<file path="config.mk">
export PLATFORM = sky130hd
export DESIGN_NAME = fpmul_share_arb_flat
export DESIGN_NICKNAME = d
export VERILOG_FILES = /design/src/rtl/fpmul_arb_pkg.sv /design/src/rtl/fpmul_share_arb_if.sv /design/src/rtl/fpmul_rr_arbiter.sv /design/src/rtl/fpmul_share_arb.sv /design/src/flat_wrapper.sv
export SDC_FILE = /design/constraint.sdc
export NUM_CORES = 1
export LEC_CHECK = 0
export ABC_AREA = 1
export CORE_UTILIZATION = 40
export CTS_BUF_LIST = sky130_fd_sc_hd__clkbuf_4
export CTS_CLUSTER_DIAMETER = 200
export DETAILED_ROUTE_END_ITERATION = 16
export PLACE_DENSITY = 0.87
export REMOVE_ABC_BUFFERS = 1
export SETUP_SLACK_MARGIN = 0.4
export SKIP_CTS_REPAIR_TIMING = 1
export SYNTH_ARGS = -nofsm -noshare
export SYNTH_HDL_FRONTEND = slang
export SYNTH_HIERARCHICAL = 1
export SYNTH_SLANG_ARGS = --single-unit
</file>
<file path="constraint.sdc">
create_clock -name clk -period 3.45 [get_ports clk]
set_clock_uncertainty 0.15 [all_clocks]
set_input_delay 0.69 -clock clk [delete_from_list [all_inputs] [get_ports clk]]
set_output_delay 0.69 -clock clk [all_outputs]
set_load 0.01 [all_outputs]
</file>
<file path="src/rtl/fpmul_arb_pkg.sv">
// Shared types and helpers for the shared 12-bit FP multiplier arbiter.
package fpmul_arb_pkg;
  localparam int FP_W = 12;
  typedef logic [FP_W-1:0] fp12_t;

  // One-hot input gives its bit index; callers guarantee at most one bit set.
  function automatic logic [2:0] onehot_to_idx(input logic [7:0] oh);
    logic [2:0] idx;
    idx = '0;
    for (int i = 0; i < 8; i++)
      if (oh[i]) idx = idx | 3'(i);
    return idx;
  endfunction
endpackage

</file>
<file path="src/rtl/fpmul_share_arb_if.sv">
// Requester and multiplier-side bus of fpmul_share_arb; slave = arbiter, master = clients/multiplier.
interface fpmul_share_arb_if import fpmul_arb_pkg::*; #(
  parameter int N = 4
) ();
  logic  [N-1:0] req_valid;
  logic  [N-1:0] req_ready;
  fp12_t [N-1:0] req_a;
  fp12_t [N-1:0] req_b;
  logic  [N-1:0] rsp_valid;
  fp12_t         rsp_data;
  logic          mul_valid_in;
  fp12_t         mul_a;
  fp12_t         mul_b;
  fp12_t         mul_result;
  logic          mul_valid_out;
  logic          busy;
  logic          err;

  modport slave (
    input  req_valid, req_a, req_b, mul_result, mul_valid_out,
    output req_ready, rsp_valid, rsp_data, mul_valid_in, mul_a, mul_b, busy, err
  );
  modport master (
    output req_valid, req_a, req_b, mul_result, mul_valid_out,
    input  req_ready, rsp_valid, rsp_data, mul_valid_in, mul_a, mul_b, busy, err
  );
endinterface

</file>
<file path="src/rtl/fpmul_rr_arbiter.sv">
// Combinational round-robin arbiter: priority starts at last+1 and wraps modulo N.
module fpmul_rr_arbiter import fpmul_arb_pkg::*; #(
  parameter  int N  = 4,
  localparam int IW = $clog2(N)
) (
  input  logic [N-1:0]  req,
  input  logic [IW-1:0] last,
  input  logic          en,
  output logic [N-1:0]  gnt,
  output logic [IW-1:0] gnt_idx
);
  logic [IW-1:0] w_idx;
  logic          w_found;

  always_comb begin
    gnt     = '0;
    w_found = 1'b0;
    w_idx   = '0;
    for (int k = 1; k <= N; k++) begin
      w_idx = IW'((int'(last) + k) % N);
      if (en && !w_found && req[w_idx]) begin
        gnt[w_idx] = 1'b1;
        w_found    = 1'b1;
      end
    end
  end

  assign gnt_idx = IW'(onehot_to_idx(8'(gnt)));
endmodule

</file>
<file path="src/rtl/fpmul_share_arb.sv">
// Shares one fixed-latency FP12 multiplier between N requesters with an in-order tag FIFO.
// Optional FPMUL_ARB_STATS_EN adds per-requester saturating grant counters on grant_cnt.
module fpmul_share_arb import fpmul_arb_pkg::*; #(
  parameter int N       = 4,
  parameter int MUL_LAT = 1,
  parameter int DEPTH   = 4
) (
  input  logic                clk,
  input  logic                rst_n,
  fpmul_share_arb_if.slave    bus
`ifdef FPMUL_ARB_STATS_EN
  ,
  output logic [N-1:0][15:0]  grant_cnt
`endif
);
  localparam int IW = $clog2(N);
  localparam int AW = $clog2(DEPTH);

  if (DEPTH < 2 || MUL_LAT < 1) begin : g_bad_cfg
    $error("fpmul_share_arb: DEPTH must be >= 2 and MUL_LAT >= 1");
  end

  logic [IW-1:0]            r_last;
  logic [DEPTH-1:0][IW-1:0] r_tag;
  logic [AW-1:0]            r_wp, r_rp;
  logic [AW:0]              r_cnt;
  logic                     r_mul_vld, r_err;
  fp12_t                    r_mul_a, r_mul_b, r_rsp_data;
  logic [N-1:0]             r_rsp_vld;

  logic [N-1:0]  w_gnt;
  logic [IW-1:0] w_gnt_idx;
  logic          w_full, w_push, w_pop, w_spur;

  // A retire in the same cycle does not free a slot: full looks only at r_cnt.
  assign w_full = (r_cnt == (AW+1)'(DEPTH));

  fpmul_rr_arbiter #(.N(N)) u_arb (
    .req     (bus.req_valid),
    .last    (r_last),
    .en      (rst_n & ~w_full),
    .gnt     (w_gnt),
    .gnt_idx (w_gnt_idx)
  );

  assign w_push = |w_gnt;
  assign w_pop  = bus.mul_valid_out & (r_cnt != '0);
  assign w_spur = bus.mul_valid_out & (r_cnt == '0);

  always_ff @(posedge clk or negedge rst_n) begin
    if (!rst_n) begin
      r_last     <= IW'(N-1);
      r_tag      <= '0;
      r_wp       <= '0;
      r_rp       <= '0;
      r_cnt      <= '0;
      r_mul_vld  <= 1'b0;
      r_mul_a    <= '0;
      r_mul_b    <= '0;
      r_rsp_vld  <= '0;
      r_rsp_data <= '0;
      r_err      <= 1'b0;
    end else begin
      r_mul_vld <= w_push;
      if (w_push) begin
        r_last       <= w_gnt_idx;
        r_mul_a      <= bus.req_a[w_gnt_idx];
        r_mul_b      <= bus.req_b[w_gnt_idx];
        r_tag[r_wp]  <= w_gnt_idx;
        r_wp         <= r_wp + 1'b1;
      end
      r_rsp_vld <= w_pop ? (N'(1) << r_tag[r_rp]) : '0;
      if (w_pop) begin
        r_rsp_data <= bus.mul_result;
        r_rp       <= r_rp + 1'b1;
      end
      if (w_push && !w_pop)      r_cnt <= r_cnt + 1'b1;
      else if (w_pop && !w_push) r_cnt <= r_cnt - 1'b1;
      if (w_spur) r_err <= 1'b1;
    end
  end

  assign bus.req_ready    = w_gnt;
  assign bus.mul_valid_in = r_mul_vld;
  assign bus.mul_a        = r_mul_a;
  assign bus.mul_b        = r_mul_b;
  assign bus.rsp_valid    = r_rsp_vld;
  assign bus.rsp_data     = r_rsp_data;
  assign bus.err          = r_err;
  assign bus.busy         = (r_cnt != '0) | r_mul_vld | (|r_rsp_vld);

`ifdef FPMUL_ARB_STATS_EN
  for (genvar g = 0; g < N; g++) begin : g_stat
    logic [15:0] r_gcnt;
    always_ff @(posedge clk or negedge rst_n) begin
      if (!rst_n)                            r_gcnt <= '0;
      else if (w_gnt[g] && r_gcnt != 16'hFFFF) r_gcnt <= r_gcnt + 16'd1;
    end
    assign grant_cnt[g] = r_gcnt;
  end
`endif
endmodule

</file>
<file path="src/flat_wrapper.sv">
// flat-port wrapper written by rule: the top's interface ports become plain ports
module fpmul_share_arb_flat import fpmul_arb_pkg::*;
#(
  parameter int N       = 4,
  parameter int MUL_LAT = 1,
  parameter int DEPTH   = 4
)
  (clk, rst_n, bus_req_valid, bus_req_a, bus_req_b, bus_mul_result, bus_mul_valid_out, bus_req_ready, bus_rsp_valid, bus_rsp_data, bus_mul_valid_in, bus_mul_a, bus_mul_b, bus_busy, bus_err);
  fpmul_share_arb_if #(.N(N)) bus_i ();
  input  logic clk;
  input  logic rst_n;
  input wire logic [$bits(bus_i.req_valid)-1:0] bus_req_valid;
  input wire logic [$bits(bus_i.req_a)-1:0] bus_req_a;
  input wire logic [$bits(bus_i.req_b)-1:0] bus_req_b;
  input wire logic [$bits(bus_i.mul_result)-1:0] bus_mul_result;
  input wire logic [$bits(bus_i.mul_valid_out)-1:0] bus_mul_valid_out;
  output wire logic [$bits(bus_i.req_ready)-1:0] bus_req_ready;
  output wire logic [$bits(bus_i.rsp_valid)-1:0] bus_rsp_valid;
  output wire logic [$bits(bus_i.rsp_data)-1:0] bus_rsp_data;
  output wire logic [$bits(bus_i.mul_valid_in)-1:0] bus_mul_valid_in;
  output wire logic [$bits(bus_i.mul_a)-1:0] bus_mul_a;
  output wire logic [$bits(bus_i.mul_b)-1:0] bus_mul_b;
  output wire logic [$bits(bus_i.busy)-1:0] bus_busy;
  output wire logic [$bits(bus_i.err)-1:0] bus_err;
  assign bus_i.req_valid = bus_req_valid;
  assign bus_i.req_a = bus_req_a;
  assign bus_i.req_b = bus_req_b;
  assign bus_i.mul_result = bus_mul_result;
  assign bus_i.mul_valid_out = bus_mul_valid_out;
  assign bus_req_ready = bus_i.req_ready;
  assign bus_rsp_valid = bus_i.rsp_valid;
  assign bus_rsp_data = bus_i.rsp_data;
  assign bus_mul_valid_in = bus_i.mul_valid_in;
  assign bus_mul_a = bus_i.mul_a;
  assign bus_mul_b = bus_i.mul_b;
  assign bus_busy = bus_i.busy;
  assign bus_err = bus_i.err;
  fpmul_share_arb #(.N(N), .MUL_LAT(MUL_LAT), .DEPTH(DEPTH)) u_core (.clk(clk), .rst_n(rst_n), .bus(bus_i));
endmodule
</file>
; ---- Word-level counts from Yosys, hierarchy flattened
; Index checks and enable logic that the tools add are counted.
[word_totals]
output_inout_bits = 47
input_bits = 115
reg_bits = 59
word_cells = 107
[op_classes]
bitwise = 9
eq_ne = 1
n_lt_le_gt_ge = 12
shift = 1
n_mux = 38
n_reduce_logical = 24
n_addsub = 8
[op_table]
columns = operator, n
row1 = $bmux W12 S2, 2
row2 = $mux W12, 2
row3 = $lt A2 B3 Y1 const B, 7
row4 = $mux W4, 5
row5 = $logic_and A1 B1 Y1, 14
row6 = $mux W1, 12
row7 = $or A4 B4 Y4, 3
row8 = $ge A2 B1 Y1 const B, 5
row9 = $add A2 B1 Y2 const B, 4
row10 = $bmux W1 S2, 4
row11 = $bwmux W8, 1
row12 = $demux W1 S2, 4
row13 = $mux W2, 4
row14 = $reduce_or A4 Y1, 2
row15 = $mux W3, 2
row16 = $logic_not A1 Y1, 5
row17 = $add A2 B2 Y2 const B, 2
row18 = $bmux W2 S2, 1
row19 = $demux W2 S2, 1
row20 = $shl A1 B2 Y4 const A, 1
row21 = $add A3 B1 Y3 const B, 1
row22 = $and A1 B1 Y1, 3
row23 = $eq A3 B3 Y1 const B, 1
row24 = $logic_not A3 Y1, 1
row25 = 5 further kinds, 6

; ---- Logic depth before layout (Yosys ltp)
; Gate-level depths: netlist of run 1.
[logic_depth]
depth_word = 22
mapped_depth = 23
depth_no_buf = 21

; ---- By module
; Netlist of run 1, hierarchy kept.
[modules_own_cells]
columns = mod, cells_each, instances, area_per_inst_um2, seq_area_each_um2
row1 = fpmul_share_arb, 492, 1, 3414.5, 1478.9
row2 = fpmul_rr_arbiter, 72, 1, 430.4, 0.0

; ---- Least setup slack after synthesis of run 1
; Ideal clock, no wire load.
[synth_path]
kind = register -> register
start = reg u_core.r_last[0]
end = reg u_core.r_cnt[1]
setup_ns = 0.125
arrival_ns = 3.199
path_stages_with_launch = 21
t_required_ns = 3.175
setup_slack_ns = -0.024
n_path_buf = 2
period_less_slack_ns = 3.474
cell_sequence = dfstp_2 -> inv_2 -> ha_1 -> inv_1 -> nand3_2 -> nand2_4 -> nor2_1 -> nand2_1 -> nand2_1 -> inv_1 -> nand2_1 -> nor2_2 -> inv_1 -> nor2_4 -> nand2_1 -> buf_4 -> buf_6 -> ha_1 -> inv_1 -> fa_1 -> mux2_2
[synth_between]
elab_chain_len = 21
word_cells_on_any_way = 58
classes_between = 4 x add/sub / 8 x order compare / 24 x mux / 3 x bitwise / 19 x reduce/logical
[synth_rtl]
columns = element, line_no
row1 = from (decl), fpmul_share_arb.sv:23  ; logic [IW-1:0] r_last;
row2 = from (signal assigned), fpmul_share_arb.sv:52  ; r_last <= IW'(N-1);
row3 = from (signal assigned), fpmul_share_arb.sv:66  ; r_last <= w_gnt_idx;
row4 = "parallel branches: the longest is 16 deep, another holds $lt A2 B3 Y1", n/a
row5 = $mux W4 *, fpmul_rr_arbiter.sv:21  ; if (en && !w_found && req[w_idx]) begin
row6 = net bus_req_ready[3], flat_wrapper.sv:17  ; output wire logic [$bits(bus_i.req_ready)-1:0] bus_req_ready;
row7 = $reduce_or A4 Y1 *, fpmul_share_arb.sv:46  ; assign w_push = |w_gnt;
row8 = net u_core.w_push, fpmul_share_arb.sv:33  ; logic w_full, w_push, w_pop, w_spur;
row9 = $logic_not A1 Y1, fpmul_share_arb.sv:78  ; else if (w_pop && !w_push) r_cnt <= r_cnt - 1'b1;
row10 = $logic_and A1 B1 Y1, fpmul_share_arb.sv:78
row11 = $reduce_bool A2 Y1 (no source line), n/a
row12 = to (signal assigned), fpmul_share_arb.sv:77  ; if (w_push && !w_pop) r_cnt <= r_cnt + 1'b1;
row13 = to (signal assigned), fpmul_share_arb.sv:78
row14 = to (decl), fpmul_share_arb.sv:26  ; logic [AW:0] r_cnt;
; Mark *: on every way through the listed nets, which the timed path passes. The select of a mux whose other input is x is not followed.
; A chain may end at the register's enable or synchronous reset.

; ---- Worst setup path after layout of run 1
[layout_path]
start = reg u_core.r_last[1]
end = out bus_req_ready[1]
[layout_between]
elab_chain_len = 17
word_cells_on_any_way = 52
classes_between = 4 x add/sub / 8 x order compare / 23 x mux / 3 x bitwise / 14 x reduce/logical
[layout_rtl]
columns = element, line_no
row1 = "parallel branches: the longest is 16 deep, another holds $lt A2 B3 Y1", n/a
row2 = $mux W4 *, fpmul_rr_arbiter.sv:21
row3 = to (decl), flat_wrapper.sv:17
; Mark *: on every way between the ends. The select of a mux whose other input is x is not followed.

==> results of run 1 <==
-- state kept, by name, indices dropped and copies added (netlist names) --
name	count
u_core/bus.mul_a	12
u_core/bus.mul_b	12
u_core/bus.rsp_data	12
u_core/r_tag	8
u_core/bus.rsp_valid	4
u_core/r_cnt	3
u_core/r_last	2
u_core/r_rp	2
u_core/r_wp	2
u_core/bus.err	1
u_core/bus.mul_valid_in	1
-- logic make-up (layout without fill, tap and decap cells) --
group           after synthesis  count (layout)  synth area share, %
compound gates               16              16                 2.41
xor+xnor                      5               5                 1.14
fa+ha+maj                    13              13                 4.43
buf+inv                      95             266                 10.6
flops                        59              59                 38.5
mux                           1               1                0.293
simple gates                375             375                 42.7
-- worst max-delay path, delay by kind of cell, from the launching register on --
kind	cells	cell delay, ns
AND/OR/NAND/NOR	7	0.76
flip-flops	1	0.63
buffers and inverters	4	0.35
adder cells (fa/ha/maj)	1	0.24
-- worst paths after layout --
check | cells past startpoint | end | start | slack, ns
setup reg to reg | 16 | u_core/r_cnt[1] | u_core/r_last[1] | 0.23
hold reg to reg | 1 | u_core/bus.err | u_core/bus.err | 0.34
setup / recovery | 12 | bus_req_ready[1] | u_core/r_last[1] | 0.23
hold / removal | 2 | u_core/r_cnt[1] | rst_n | 0.31
min in group clk | 1 | u_core/bus.err | u_core/bus.err | 0.34
max in group asynchronous | 2 | u_core/bus.mul_b[4] | rst_n | 2.34
-- area by class of cell --
type / count / area, um^2 / share of cell area, %
Clock buffer: 12 / 90.1 / 1.53
Timing Repair Buffer: 182 / 1760 / 30.0
Clock inverter: 4 / 41.3 / 0.703
Multi-Input combinational cell: 410 / 2070 / 35.3
Tap cell: 129 / 161 / 2.75
Sequential cell: 59 / 1480 / 25.2
Inverter: 68 / 265 / 4.52
-- metal layers --
layer	up-vias	routed length, um	track usage [%]
li1	2075	-	-
met1	1970	4640	26.6
met2	185	6130	42.4
met3	32	764	4.18
met4	0	314	8.47
met5	-	0	0
-- metrics by stage --
step	TNS [ns]	setup slack (ns)	area [um^2]
6_report	0	0.227	5870
2_1_floorplan	-6.06	-0.856	3690
5_1_grt	0	0.150	5870
3_3_place_gp	0	0.0625	5560
4_1_cts	-1.37	-0.391	5690
3_5_place_dp	-0.233	-0.0783	5560
-- power breakdown --
| part | switching, uW | internal [uW] | total (uW) |
|---|---|---|---|
| registers | 208 | 1050 | 1260 |
| logic | 2880 | 1880 | 4760 |
| clock network | 235 | 239 | 475 |
| total | 3320 | 3170 | 6490 |
-- cells in the mapped netlist (2+ instances only) --
master	instances	area (um^2)
a21oi_1	2	10.0
buf_1	4	15.0
buf_2	14	70.1
buf_4	5	37.5
buf_6	2	22.5
clkbuf_1	2	7.51
dfrtp_1	57	1430
dfstp_2	2	52.6
ha_1	12	150
inv_1	65	244
inv_2	3	11.3
nand2_1	240	901
nand2_2	3	18.8
nand2_4	2	22.5
nand3_1	101	505
nand3_2	3	30.0
nand4_1	5	31.3
nor2_1	12	45.0
nor2_2	3	18.8
nor2_4	3	33.8
o21ai_0	10	50.1
xnor2_1	2	17.5
xor2_1	3	26.3
==> impl_metrics.tcl, run 1 <==
set metrics [dict create \
    status "completed" \
    ys_seq_area_share_pct 38.5 \
    final_common_cell "nand2_1" \
    ios 162 \
    p_total_uw 6490 \
    crit_arrival_ns 2.38 \
    grt_overflow 0 \
    synthFlopType "dfrtp_1" \
    antenna_found_initial 0 \
    chipWidth_um 100 \
    powerDensity_mw_per_mm2 1110 \
    ys_types 32 \
    syn2layout_area_growth_pct 52.7 \
    wl_per_cell_um 13.7 \
    dieArea_mm2 0.0100 \
    drc 0 \
    rows 35 \
    min_path_type "in -> async" \
    grt_usage_pct 23.0 \
    worstPathMaxFanout 7 \
    drive_gt1_share_pct 11.6 \
    final_cell_mix "nand2_1, clkdlybuf4s50_1, nand3_1" \
    fin_util_pct 63.2 \
    whs_ns 0.309 \
    postRouteWirelength_um 11800 \
    worst_slew_pin_slew_ns 0.745 \
    io_buffers 161 \
    cts_tree "built" \
    drt_pre_antenna_iters 5 \
    required_ns 2.61 \
    numCtsBuffers 9 \
    vias_per_cell 4.93 \
    maxSlewHeadroom_pct 50.3 \
    nets 858 \
    gp_congestion 0.923 \
    vias 4262 \
    clock-sinks 59 \
    ys_async_sr_fraction_pct 100 \
    crit_chain "inv_4, ha_4, inv_4, nand3_4, nand2_4, nand2_4, nor2_8, nand2_4, nor2_4, nor2_4, inv_2, buf_2" \
    synth-edff-count 0 \
    path_clk_slew_ns 0.10 \
    dp.cells 840 \
    slowest_stage "dfstp_2" \
    maxCapViolCount 0 \
    finalMaxSlewViolations 0 \
    antenna_cells 0 \
    dp_hpwl_um 8310 \
    fin_crit_sh_pct 93.4 \
    finalSetupViolCount 0 \
    crit_path_max_incr_delay_ns 0.63 \
    hold_violations 0 \
    ant_nets 0 \
    grt_start_max_net_pins 60 \
    rsz0062_at_grt "yes" \
    root_buffer "clkbuf_4" \
    cpMostUsedCell "nand2_4" \
    die_h_um 100 \
    clock_latency_ns 0.39 \
    worst_setup_path_end_kind "output port" \
    grt_pass1_wl_um 18300 \
    ir_worst_vdd_v 0.000654 \
    initial_core_util_pct 41.4 \
    syn_area_per_cell_um2 6.82 \
    syn_inst 564 \
    total_leakage_power_uw 0.00300 \
    clk_path_buf_depth 2 \
    start_kind "flip-flop" \
    fillers 835 \
    yosysWarningCount 6 \
    worstSetupPathType "reg -> out" \
    drt_iter0_markers 239 \
    fmax_mhz 310 \
    period_needed_ns 3.22 \
    final_cell_count_no_fill 864 \
    htree_levels 3 \
    ys_seq_elements 59 \
    netlist_area_mm2 0.00384 \
    core_mm2 0.00928 \
    grt_pass1_vias 4092 \
]
(Power assumes the default switching activity.)
==> inputs of run 2 (changes only) <==
--- a/config.mk
+++ b/config.mk
@@ -6,6 +6,7 @@
 export NUM_CORES = 1
 export LEC_CHECK = 0
 export ABC_AREA = 1
+export ABC_CLOCK_PERIOD_IN_PS = 3450
 export CORE_UTILIZATION = 40
 export CTS_BUF_LIST = sky130_fd_sc_hd__clkbuf_4
 export CTS_CLUSTER_DIAMETER = 200
==> results of run 2 <==
The final DEF is identical to that of run 1; final timing and power are the same.
